### config.mk
export PLATFORM = sky130hd
export DESIGN_NAME = alu_ctrl_flat
export DESIGN_NICKNAME = d
export VERILOG_FILES = /design/src/rtl/alu_ctrl_if.sv /design/src/rtl/alu_ctrl.sv /design/src/flat_wrapper.sv
export SDC_FILE = /design/constraint.sdc
export NUM_CORES = 1
export LEC_CHECK = 0
export ABC_CLOCK_PERIOD_IN_PS = 1700
export BUFFER_PORTS_ARGS = -buffer_cell sky130_fd_sc_hd__buf_2
export CAP_MARGIN = 20
export CORE_AREA = 4 4 83 62
export DETAILED_ROUTE_END_ITERATION = 8
export DIE_AREA = 0 0 87 66
export PLACE_DENSITY = 0.79
export SLEW_MARGIN = 15
export SYNTH_ARGS = -nofsm -noshare
export SYNTH_HDL_FRONTEND = slang
export SYNTH_SLANG_ARGS = --single-unit
### constraint.sdc
create_clock -name clk -period 1.7 [get_ports clk]
set_clock_uncertainty 0.2 [all_clocks]
set_input_delay 0.17 -clock clk [delete_from_list [all_inputs] [get_ports clk]]
set_output_delay 0.17 -clock clk [all_outputs]
set_load 0.02 [all_outputs]
### src/rtl/alu_ctrl_if.sv
// Command/response handshake between the CPU control logic and the ALU sequencer.
// master = command initiator and response consumer, slave = alu_ctrl.
interface alu_ctrl_if #(
  parameter int WIDTH = 8
);
  logic             cmd_valid;
  logic             cmd_ready;
  logic [2:0]       cmd_op;
  logic [WIDTH-1:0] cmd_a;
  logic [WIDTH-1:0] cmd_b;
  logic [2:0]       cmd_shift;

  logic             rsp_valid;
  logic             rsp_ready;
  logic [WIDTH-1:0] rsp_data;
  logic             rsp_carry;
  logic             rsp_err;

  modport master (
    output cmd_valid, cmd_op, cmd_a, cmd_b, cmd_shift, rsp_ready,
    input  cmd_ready, rsp_valid, rsp_data, rsp_carry, rsp_err
  );

  modport slave (
    input  cmd_valid, cmd_op, cmd_a, cmd_b, cmd_shift, rsp_ready,
    output cmd_ready, rsp_valid, rsp_data, rsp_carry, rsp_err
  );
endinterface

### src/rtl/alu_ctrl.sv
// Sequences one ALU operation per command over the ALU's shared bus and
// returns the captured result/carry on a valid/ready response.
module alu_ctrl #(
  parameter int WIDTH = 8
) (
  input  logic             clk,
  input  logic             rst_n,
  alu_ctrl_if.slave        host,
  output logic [WIDTH-1:0] alu_bus_out,
  input  logic [WIDTH-1:0] alu_bus_in,
  input  logic             alu_carry_in,
  output logic             alu_enable,
  output logic             rega_enable,
  output logic             regb_enable,
  output logic             rega_write_enable,
  output logic             regb_write_enable,
  output logic             mul_enable,
  output logic             sub_enable,
  output logic             shift_enable,
  output logic [2:0]       shift_pos
);

  localparam logic [2:0] IDLE   = 3'd0;
  localparam logic [2:0] LOAD_A = 3'd1;
  localparam logic [2:0] LOAD_B = 3'd2;
  localparam logic [2:0] EXEC   = 3'd3;
  localparam logic [2:0] READ   = 3'd4;
  localparam logic [2:0] RESP   = 3'd5;

  localparam logic [2:0] OP_ADD = 3'd0;
  localparam logic [2:0] OP_SUB = 3'd1;
  localparam logic [2:0] OP_MUL = 3'd2;
  localparam logic [2:0] OP_SHL = 3'd3;
  localparam logic [2:0] OP_RDA = 3'd4;

  logic [2:0]       state, next_state;
  logic [2:0]       op_q, shift_q;
  logic [WIDTH-1:0] a_q, b_q;
  logic             cmd_ready_q;
  logic [WIDTH-1:0] rsp_data_q;
  logic             rsp_carry_q, rsp_err_q;
  logic             accept;

  assign accept = (state == IDLE) && host.cmd_valid && cmd_ready_q;

  // NOTE: every output of a combinational block gets a default first, so no
  // path through the case leaves a value unassigned and infers a latch.
  always_comb begin
    next_state = state;
    case (state)
      IDLE:    if (accept) next_state = (host.cmd_op <= OP_RDA) ? LOAD_A : RESP;
      LOAD_A: begin
        if (op_q == OP_ADD || op_q == OP_SUB) next_state = LOAD_B;
        else if (op_q == OP_RDA)              next_state = READ;
        else                                  next_state = EXEC;
      end
      LOAD_B:  next_state = EXEC;
      EXEC:    next_state = READ;
      READ:    next_state = RESP;
      RESP:    if (host.rsp_ready) next_state = IDLE;
      default: next_state = IDLE;
    endcase
  end

  // NOTE: state registers use non-blocking assignments so every flop samples
  // the pre-edge values regardless of statement order.
  always_ff @(posedge clk or negedge rst_n) begin
    if (!rst_n) begin
      state       <= IDLE;
      cmd_ready_q <= 1'b0;
      op_q        <= '0;
      shift_q     <= '0;
      a_q         <= '0;
      b_q         <= '0;
      rsp_data_q  <= '0;
      rsp_carry_q <= 1'b0;
      rsp_err_q   <= 1'b0;
    end else begin
      state       <= next_state;
      // Registered so ready stays low through reset and rises one edge later.
      cmd_ready_q <= (next_state == IDLE);
      if (accept) begin
        op_q    <= host.cmd_op;
        shift_q <= host.cmd_shift;
        a_q     <= host.cmd_a;
        b_q     <= host.cmd_b;
        if (host.cmd_op > OP_RDA) begin
          rsp_data_q  <= '1;
          rsp_carry_q <= 1'b0;
          rsp_err_q   <= 1'b1;
        end
      end
      if (state == READ) begin
        rsp_data_q  <= alu_bus_in;
        rsp_carry_q <= (op_q == OP_RDA) ? 1'b0 : alu_carry_in;
        rsp_err_q   <= 1'b0;
      end
    end
  end

  // ALU controls decode only from registered state and the captured opcode.
  always_comb begin
    alu_bus_out       = '0;
    alu_enable        = 1'b0;
    rega_enable       = 1'b0;
    regb_enable       = 1'b0;
    rega_write_enable = 1'b0;
    regb_write_enable = 1'b0;
    mul_enable        = 1'b0;
    sub_enable        = 1'b0;
    shift_enable      = 1'b0;
    shift_pos         = '0;
    case (state)
      LOAD_A: begin
        rega_write_enable = 1'b1;
        alu_bus_out       = a_q;
      end
      LOAD_B: begin
        regb_write_enable = 1'b1;
        alu_bus_out       = b_q;
      end
      EXEC, READ: begin
        // Operation selects stay asserted into READ so the ALU output is settled.
        if (state == READ) begin
          if (op_q == OP_RDA) rega_enable = 1'b1;
          else                alu_enable  = 1'b1;
        end
        sub_enable   = (op_q == OP_SUB);
        mul_enable   = (op_q == OP_MUL);
        shift_enable = (op_q == OP_SHL);
        if (op_q == OP_SHL) shift_pos = shift_q;
      end
      default: ;
    endcase
  end

  assign host.cmd_ready = cmd_ready_q;
  assign host.rsp_valid = (state == RESP);
  assign host.rsp_data  = rsp_data_q;
  assign host.rsp_carry = rsp_carry_q;
  assign host.rsp_err   = rsp_err_q;

endmodule
### src/flat_wrapper.sv
// flat-port wrapper written by rule: the top's interface ports become plain ports
module alu_ctrl_flat 
#(
  parameter int WIDTH = 8
)
  (clk, rst_n, alu_bus_out, alu_bus_in, alu_carry_in, alu_enable, rega_enable, regb_enable, rega_write_enable, regb_write_enable, mul_enable, sub_enable, shift_enable, shift_pos, host_cmd_valid, host_cmd_op, host_cmd_a, host_cmd_b, host_cmd_shift, host_rsp_ready, host_cmd_ready, host_rsp_valid, host_rsp_data, host_rsp_carry, host_rsp_err);
  alu_ctrl_if #(.WIDTH(WIDTH)) host_i ();
  input  logic clk;
  input  logic rst_n;
  output logic [WIDTH-1:0] alu_bus_out;
  input  logic [WIDTH-1:0] alu_bus_in;
  input  logic alu_carry_in;
  output logic alu_enable;
  output logic rega_enable;
  output logic regb_enable;
  output logic rega_write_enable;
  output logic regb_write_enable;
  output logic mul_enable;
  output logic sub_enable;
  output logic shift_enable;
  output logic [2:0] shift_pos;
  input wire logic [$bits(host_i.cmd_valid)-1:0] host_cmd_valid;
  input wire logic [$bits(host_i.cmd_op)-1:0] host_cmd_op;
  input wire logic [$bits(host_i.cmd_a)-1:0] host_cmd_a;
  input wire logic [$bits(host_i.cmd_b)-1:0] host_cmd_b;
  input wire logic [$bits(host_i.cmd_shift)-1:0] host_cmd_shift;
  input wire logic [$bits(host_i.rsp_ready)-1:0] host_rsp_ready;
  output wire logic [$bits(host_i.cmd_ready)-1:0] host_cmd_ready;
  output wire logic [$bits(host_i.rsp_valid)-1:0] host_rsp_valid;
  output wire logic [$bits(host_i.rsp_data)-1:0] host_rsp_data;
  output wire logic [$bits(host_i.rsp_carry)-1:0] host_rsp_carry;
  output wire logic [$bits(host_i.rsp_err)-1:0] host_rsp_err;
  assign host_i.cmd_valid = host_cmd_valid;
  assign host_i.cmd_op = host_cmd_op;
  assign host_i.cmd_a = host_cmd_a;
  assign host_i.cmd_b = host_cmd_b;
  assign host_i.cmd_shift = host_cmd_shift;
  assign host_i.rsp_ready = host_rsp_ready;
  assign host_cmd_ready = host_i.cmd_ready;
  assign host_rsp_valid = host_i.rsp_valid;
  assign host_rsp_data = host_i.rsp_data;
  assign host_rsp_carry = host_i.rsp_carry;
  assign host_rsp_err = host_i.rsp_err;
  alu_ctrl #(.WIDTH(WIDTH)) u_core (.clk(clk), .rst_n(rst_n), .host(host_i), .alu_bus_out(alu_bus_out), .alu_bus_in(alu_bus_in), .alu_carry_in(alu_carry_in), .alu_enable(alu_enable), .rega_enable(rega_enable), .regb_enable(regb_enable), .rega_write_enable(rega_write_enable), .regb_write_enable(regb_write_enable), .mul_enable(mul_enable), .sub_enable(sub_enable), .shift_enable(shift_enable), .shift_pos(shift_pos));
endmodule
==> impl_metrics.json, run 1 <==
{
  "status": "finished, violations left",
  "failed_checks": "negative setup slack",
  "coreArea_um2": 4280,
  "layout_setup_ws_ps": -344,
  "cts-htree-levels": 2,
  "totalWireLength_um": 5260,
  "overflow": 0,
  "avgSynthCellArea_um2": 12.3,
  "drcViolationCount": 0,
  "die-area_um2": 5740,
  "slew_violations": 0,
  "wl_met2_um": 2610,
  "ir_drop_mv": 1.03,
  "portBuffers": 64,
  "fin_crit_sh_pct": 120,
  "grt_pass1_wl_um": 8410,
  "drive_gt1_share_pct": 54.5,
  "wl_met3_um": 263,
  "io_pins": 66,
  "setup_tns_ps": -5670,
  "cp-start-kind": "register",
  "worstPathMaxFanout": 6,
  "cap_violations": 0,
  "syn-instance-count": 134,
  "first_pass_iters": 4,
  "start_util_pct": 38.5,
  "grt_max_degree": 24,
  "antenna_left": 0,
  "synthToLayoutAreaGrowth_pct": 71.8,
  "synth_seq_cells": 36,
  "worstSetupEndpointType": "primary output",
  "ys_types": 33,
  "path_cells": "or3b_4 > a21oi_4 > and3b_1 > buf_6",
  "setup_viol": 50,
  "clockBufferDepth": 2,
  "power.leakage_uw": 0.00137,
  "cts_tree": "yes",
  "fillCellCount": 314,
  "root_buffer": "clkbuf_8",
  "rsz0062_at_grt": "yes",
  "nets": 287,
  "antenna_found_initial": 0,
  "clkTransAtPathRegs_ps": 70,
  "cts.sinks": 36,
  "die_w_um": 87,
  "ys.flop_type": "dfrtp_1",
  "insertion_delay_ps": 280,
  "ys_seq_area_share_pct": 54.7,
  "whs_ps": 94.2,
  "drtIter0Drc": 78,
  "clock.fmax_mhz": 489,
  "power_density_nw_per_um2": 1730,
  "vias_per_cell": 5.04,
  "power_uw": 4890,
  "required_ps": 1330,
  "grt_pass1_vias": 1672,
  "vias": 1552,
  "wl_met1_um": 2200,
  "tightestPinTransition_ps": 525,
  "cpMaxStageDelayCell": "or3b_4",
  "antennaDiodeCount": 0,
  "place_congestion": 0.830,
  "async_flop_share_pct": 100,
  "syn-num-nets": 169,
  "crit_arrival_ps": 1670,
  "dp_hpwl_um": 3060,
  "maxSlewHeadroom_pct": 65.0,
  "die_h_um": 66,
  "synth_area_um2": 1650,
  "hold_path.class": "in2reg",
  "synth-edff-count": 0,
  "slowest_delay_ps": 420,
  "track_usage_pct": 19.3,
  "fp-row-count": 20,
  "maxUsedRoutingLayer": "met4",
  "cts_buffers": 5,
  "routedWlPerCell_um": 17.1,
  "finalHoldViolCount": 0,
  "yosysWarnings": 0,
  "critPathKind": "reg2out",
  "min_period_ps": 2040
}
[sequential cells by signal, summed over array words and instances, names as in the netlist]
register               cells
u_core.a_q                 8
u_core.b_q                 8
u_core.host.rsp_data       8
u_core.op_q                3
u_core.shift_q             3
u_core.state               3
u_core.host.cmd_ready      1
u_core.host.rsp_carry      1
u_core.host.rsp_err        1
[worst paths after layout]
| path | start | slack [ps] | endpoint | cells after the start |
|---|---|---|---|---|
| worst max-delay path | u_core.state[1] | -340 | sub_enable | 4 |
| worst min-delay path | host_rsp_ready | 90 | u_core.state[2] | 4 |
| worst max register to register | u_core.state[1] | -80 | u_core.op_q[2] | 5 |
| worst min register to register | u_core.shift_q[2] | 300 | u_core.shift_q[2] | 1 |
| max in group asynchronous | rst_n | 560 | u_core.b_q[0] | 3 |
| min in group asynchronous | rst_n | 220 | u_core.host.rsp_data[1] | 2 |
[area by class of cell]
cell class / count / area, um^2 / share of cell area, %
Timing Repair inverter: 1 / 8.76 / 0.309
Clock buffer: 8 / 90.1 / 3.18
Tap cell: 55 / 68.8 / 2.43
Multi-Input combinational cell: 88 / 759 / 26.8
Timing Repair Buffer: 117 / 978 / 34.6
Sequential cell: 36 / 901 / 31.8
Inverter: 3 / 23.8 / 0.840
[cells by family (layout without fill, tap and decap cells)]
group	Yosys count	after routing	synth area share, %
and+or+nand+nor	39	39	15.3
buffers and inverters	10	129	3.72
AOI/OAI and AO/OA	26	26	11.0
muxes	22	22	15.0
DFF	36	36	54.7
other	1	1	0.228
[cell usage after synthesis (all sizes together) (2+ instances only)]
master | number | area (um^2)
nor2 | 19 | 86.3
o21ai | 2 | 10.0
mux2 | 22 | 248
dfrtp | 36 | 901
and3b | 3 | 27.5
nor3b | 2 | 20.0
a22o | 8 | 70.1
nand2 | 2 | 7.51
and3 | 3 | 18.8
a21oi | 12 | 63.8
buf | 7 | 50.1
and2 | 3 | 18.8
inv | 2 | 7.50
[worst max-delay path, delay by kind of cell, from the launching register on]
| kind | cells | cell delay (ps) |
|---|---|---|
| simple gates | 2 | 660 |
| flops | 1 | 390 |
| compound gates | 1 | 200 |
| buf+inv | 1 | 140 |
[cell usage in the layout (no fill, tap or decap), drive strengths merged, types with 2 or more instances in the layout]
cell type | Yosys | routed
a21oi | 12 | 12
a22o | 8 | 8
and2 | 3 | 3
and3 | 3 | 3
and3b | 3 | 3
buf | 7 | 84
clkbuf | 0 | 8
clkinv | 1 | 2
dfrtp | 36 | 36
dlygate4sd3 | 0 | 32
inv | 2 | 2
mux2 | 22 | 22
nand2 | 2 | 2
nor2 | 19 | 19
nor3b | 2 | 2
o21ai | 2 | 2
[through the flow]
step           cell area (um^2)  cells  utilization [%]  setup slack [ps]
4_1_cts                    2760    306             64.5              -260
3_3_place_gp               2100    258             49.1             -18.8
2_1_floorplan              1650    134                -              11.6
6_report                   2830    308             66.1              -344
3_5_place_dp               2100    258             49.1             -29.8
5_1_grt                    2830    308             66.1              -429
[what timing repair did]
action | CTS | global route
endpoints found under the setup margin | 18 | 51
gates cloned | 2 | 1
pin swaps | 10 | 5
hold endpoints to repair | 52 | 0
setup buffers | 6 | 1
gates resized for setup | 49 | 16
hold buffers | 32 | 0
[where the power goes]
| part | total (uW) | switching (uW) | internal [uW] |
|---|---|---|---|
| Sequential | 1560 | 281 | 1280 |
| Combinational | 2700 | 1290 | 1410 |
| Clock | 619 | 289 | 331 |
| Total | 4890 | 1860 | 3030 |
[layer usage]
metal | up-vias | GRT usage [%]
met5 | - | 0
li1 | 713 | -
met4 | 0 | 9.73
met1 | 765 | 23.7
met2 | 60 | 32.1
met3 | 14 | 3.86
Power figures use the tool's default switching activity.
==> run 2: changes to the inputs <==
--- a/config.mk
+++ b/config.mk
@@ -5,13 +5,13 @@
 export SDC_FILE = /design/constraint.sdc
 export NUM_CORES = 1
 export LEC_CHECK = 0
-export ABC_CLOCK_PERIOD_IN_PS = 1700
+export ABC_CLOCK_PERIOD_IN_PS = 2500
 export BUFFER_PORTS_ARGS = -buffer_cell sky130_fd_sc_hd__buf_2
 export CAP_MARGIN = 20
-export CORE_AREA = 4 4 83 62
+export CORE_AREA = 4 4 88 65
 export DETAILED_ROUTE_END_ITERATION = 8
-export DIE_AREA = 0 0 87 66
-export PLACE_DENSITY = 0.79
+export DIE_AREA = 0 0 92 69
+export PLACE_DENSITY = 0.7
 export SLEW_MARGIN = 15
 export SYNTH_ARGS = -nofsm -noshare
 export SYNTH_HDL_FRONTEND = slang
==> constraint.sdc (replaced) <==
create_clock -name clk -period 2.5 [get_ports clk]
set_clock_uncertainty 0.2 [all_clocks]
set_input_delay 0.25 -clock clk [delete_from_list [all_inputs] [get_ports clk]]
set_output_delay 0.25 -clock clk [all_outputs]
set_load 0.02 [all_outputs]
==> run 2 against run 1 <==
Compared with the run above: the flow now finishes without violations; global-route usage shrank 6.3 points; clock power is 32% lower; utilization fell by 20 points; non-clock buffer count is 42 lower; combinational power decreased by 56%; register-to-register slack gained 680 ps; setup slack improved by 450 ps; critical path depth unchanged; first-iteration DRC count fell by 33%; die area rose by 11%.
==> impl_metrics.json, run 2 (synthesis gave the netlist of run 1 again) <==
{
  "fin_crit_sh_pct": 95.7,
  "power_density_nw_per_um2": 1220,
  "place_congestion": 0.749,
  "setup_tns_ps": 0,
  "cap_violations": 0,
  "insertion_delay_ps": 280,
  "worstPathMaxFanout": 11,
  "required_ps": 2050,
  "power_uw": 2690,
  "ir_drop_mv": 0.273,
  "final_common_cell": "buf_2",
  "drtIter0Drc": 52,
  "io_pins": 66,
  "tightestPinTransition_ps": 862,
  "grt_pass1_wl_um": 6740,
  "synthToLayoutAreaGrowth_pct": 33.6,
  "start_util_pct": 34.5,
  "seqCellArea_um2": 901,
  "cts_buffers": 5,
  "cp-start-kind": "register",
  "clockBufferDepth": 2,
  "crit_arrival_ps": 1940,
  "portBuffers": 64,
  "cts_tree": "yes",
  "coreArea_um2": 4780,
  "die-area_um2": 6350,
  "totalWireLength_um": 3970,
  "cts-htree-levels": 2,
  "drcViolationCount": 0,
  "min_period_ps": 2390,
  "clkTransAtPathRegs_ps": 70,
  "first_pass_iters": 4,
  "clock.fmax_mhz": 418,
  "drive_gt1_share_pct": 49.5,
  "routedWlPerCell_um": 14.2,
  "setup_viol": 0,
  "fillCellCount": 470,
  "grt_max_degree": 37,
  "fp-row-count": 21,
  "antenna_found_initial": 0,
  "nets": 244,
  "worstSetupEndpointType": "primary output",
  "die_w_um": 92,
  "critPathKind": "reg2out",
  "cts.sinks": 36,
  "maxSlewHeadroom_pct": 42.3,
  "vias_per_cell": 4.61,
  "status": "finished, final reports clean",
  "vias": 1287,
  "antennaDiodeCount": 0,
  "post_cts_buffers": 0,
  "die_h_um": 69,
  "grt_pass1_vias": 1370,
  "finalHoldViolCount": 0,
  "multi_input_area_um2": 686,
  "track_usage_pct": 13.0,
  "overflow": 0,
  "hold_path.class": "in2reg",
  "layout_common_cells": "64 x buf_2, 36 x dfrtp_1, 22 x mux2_2, 17 x nor2_1, 11 x a21oi_1",
  "power.leakage_uw": 0.00111,
  "dp_hpwl_um": 2860,
  "rsz0062_at_grt": "no",
  "slew_violations": 0,
  "antenna_left": 0,
  "root_buffer": "clkbuf_8"
}
run 2: cell count changes in the layout (fill, tap and decap cells not counted), moves of 2 or more:
cell	before	now
a21oi_1	3	11
a21oi_2	7	1
buf_12	2	0
buf_4	17	1
buf_6	18	0
a21oi_4	2	0
buf_2	45	64
dlygate4sd3_1	32	10
buf_8	2	0
clkinv_4	2	0
run 2: area by class of cell:
class / instances / area share [%]
Sequential cell: 36 / 40.9
Tap cell: 69 / 3.92
Timing Repair Buffer: 75 / 19.4
Clock buffer: 8 / 4.09
Multi-Input combinational cell: 88 / 31.1
Inverter: 3 / 0.511
run 2: critical path: stages, from the launching register on:
cell and delay, ps:
dfrtp_1 500, or3b_4 530, a21oi_2 280, and3_1 200, buf_2 160
run 2: metrics by stage:
step                util, %  hold WS (ps)  setup slack [ps]  std cells  instance area, um^2
floorplan                 -          -246               732        134                 1650
global placement       42.1           188               462        261                 2010
detailed placement     42.1           189               430        261                 2010
CTS                    45.8         0.172               111        278                 2190
global route           46.0          1.40              12.1        279                 2200
finish                 46.0          10.1               109        279                 2200
run 2: worst paths after layout:
| check | start | slack, ps | to | cells past startpoint |
|---|---|---|---|---|
| setup / recovery | u_core.state[1] | 110 | shift_pos[2] | 4 |
| hold / removal | host_cmd_a[1] | 10 | u_core.a_q[1] | 2 |
| setup reg to reg | u_core.state[1] | 600 | u_core.host.rsp_carry | 3 |
| hold reg to reg | u_core.b_q[5] | 310 | u_core.b_q[5] | 1 |
| max in group asynchronous | rst_n | 1170 | u_core.host.cmd_ready | 2 |
| min in group asynchronous | rst_n | 420 | u_core.host.rsp_data[0] | 2 |
run 2: what timing repair did:
item / CTS / global route
resized for setup: 0 / 0
hold endpoints to repair: 44 / 1
hold buffers: 9 / 1
run 2: routing by layer:
layer	up-vias	part of all wire [%]	track usage, %
li1	623	-	-
met2	25	51	21.8
met3	4	2.9	2.83
met4	0	1.2	3.95
met1	635	45	16.8
met5	-	0	0
run 2: power breakdown:
group / switching, uW / internal (uW) / total [uW] / leakage [uW]
Sequential: 211 / 871 / 1080 / 0.000424
Combinational: 646 / 548 / 1190 / 0.000635
Clock: 193 / 225 / 418 / 0.0000455
Total: 1050 / 1640 / 2690 / 0.00111
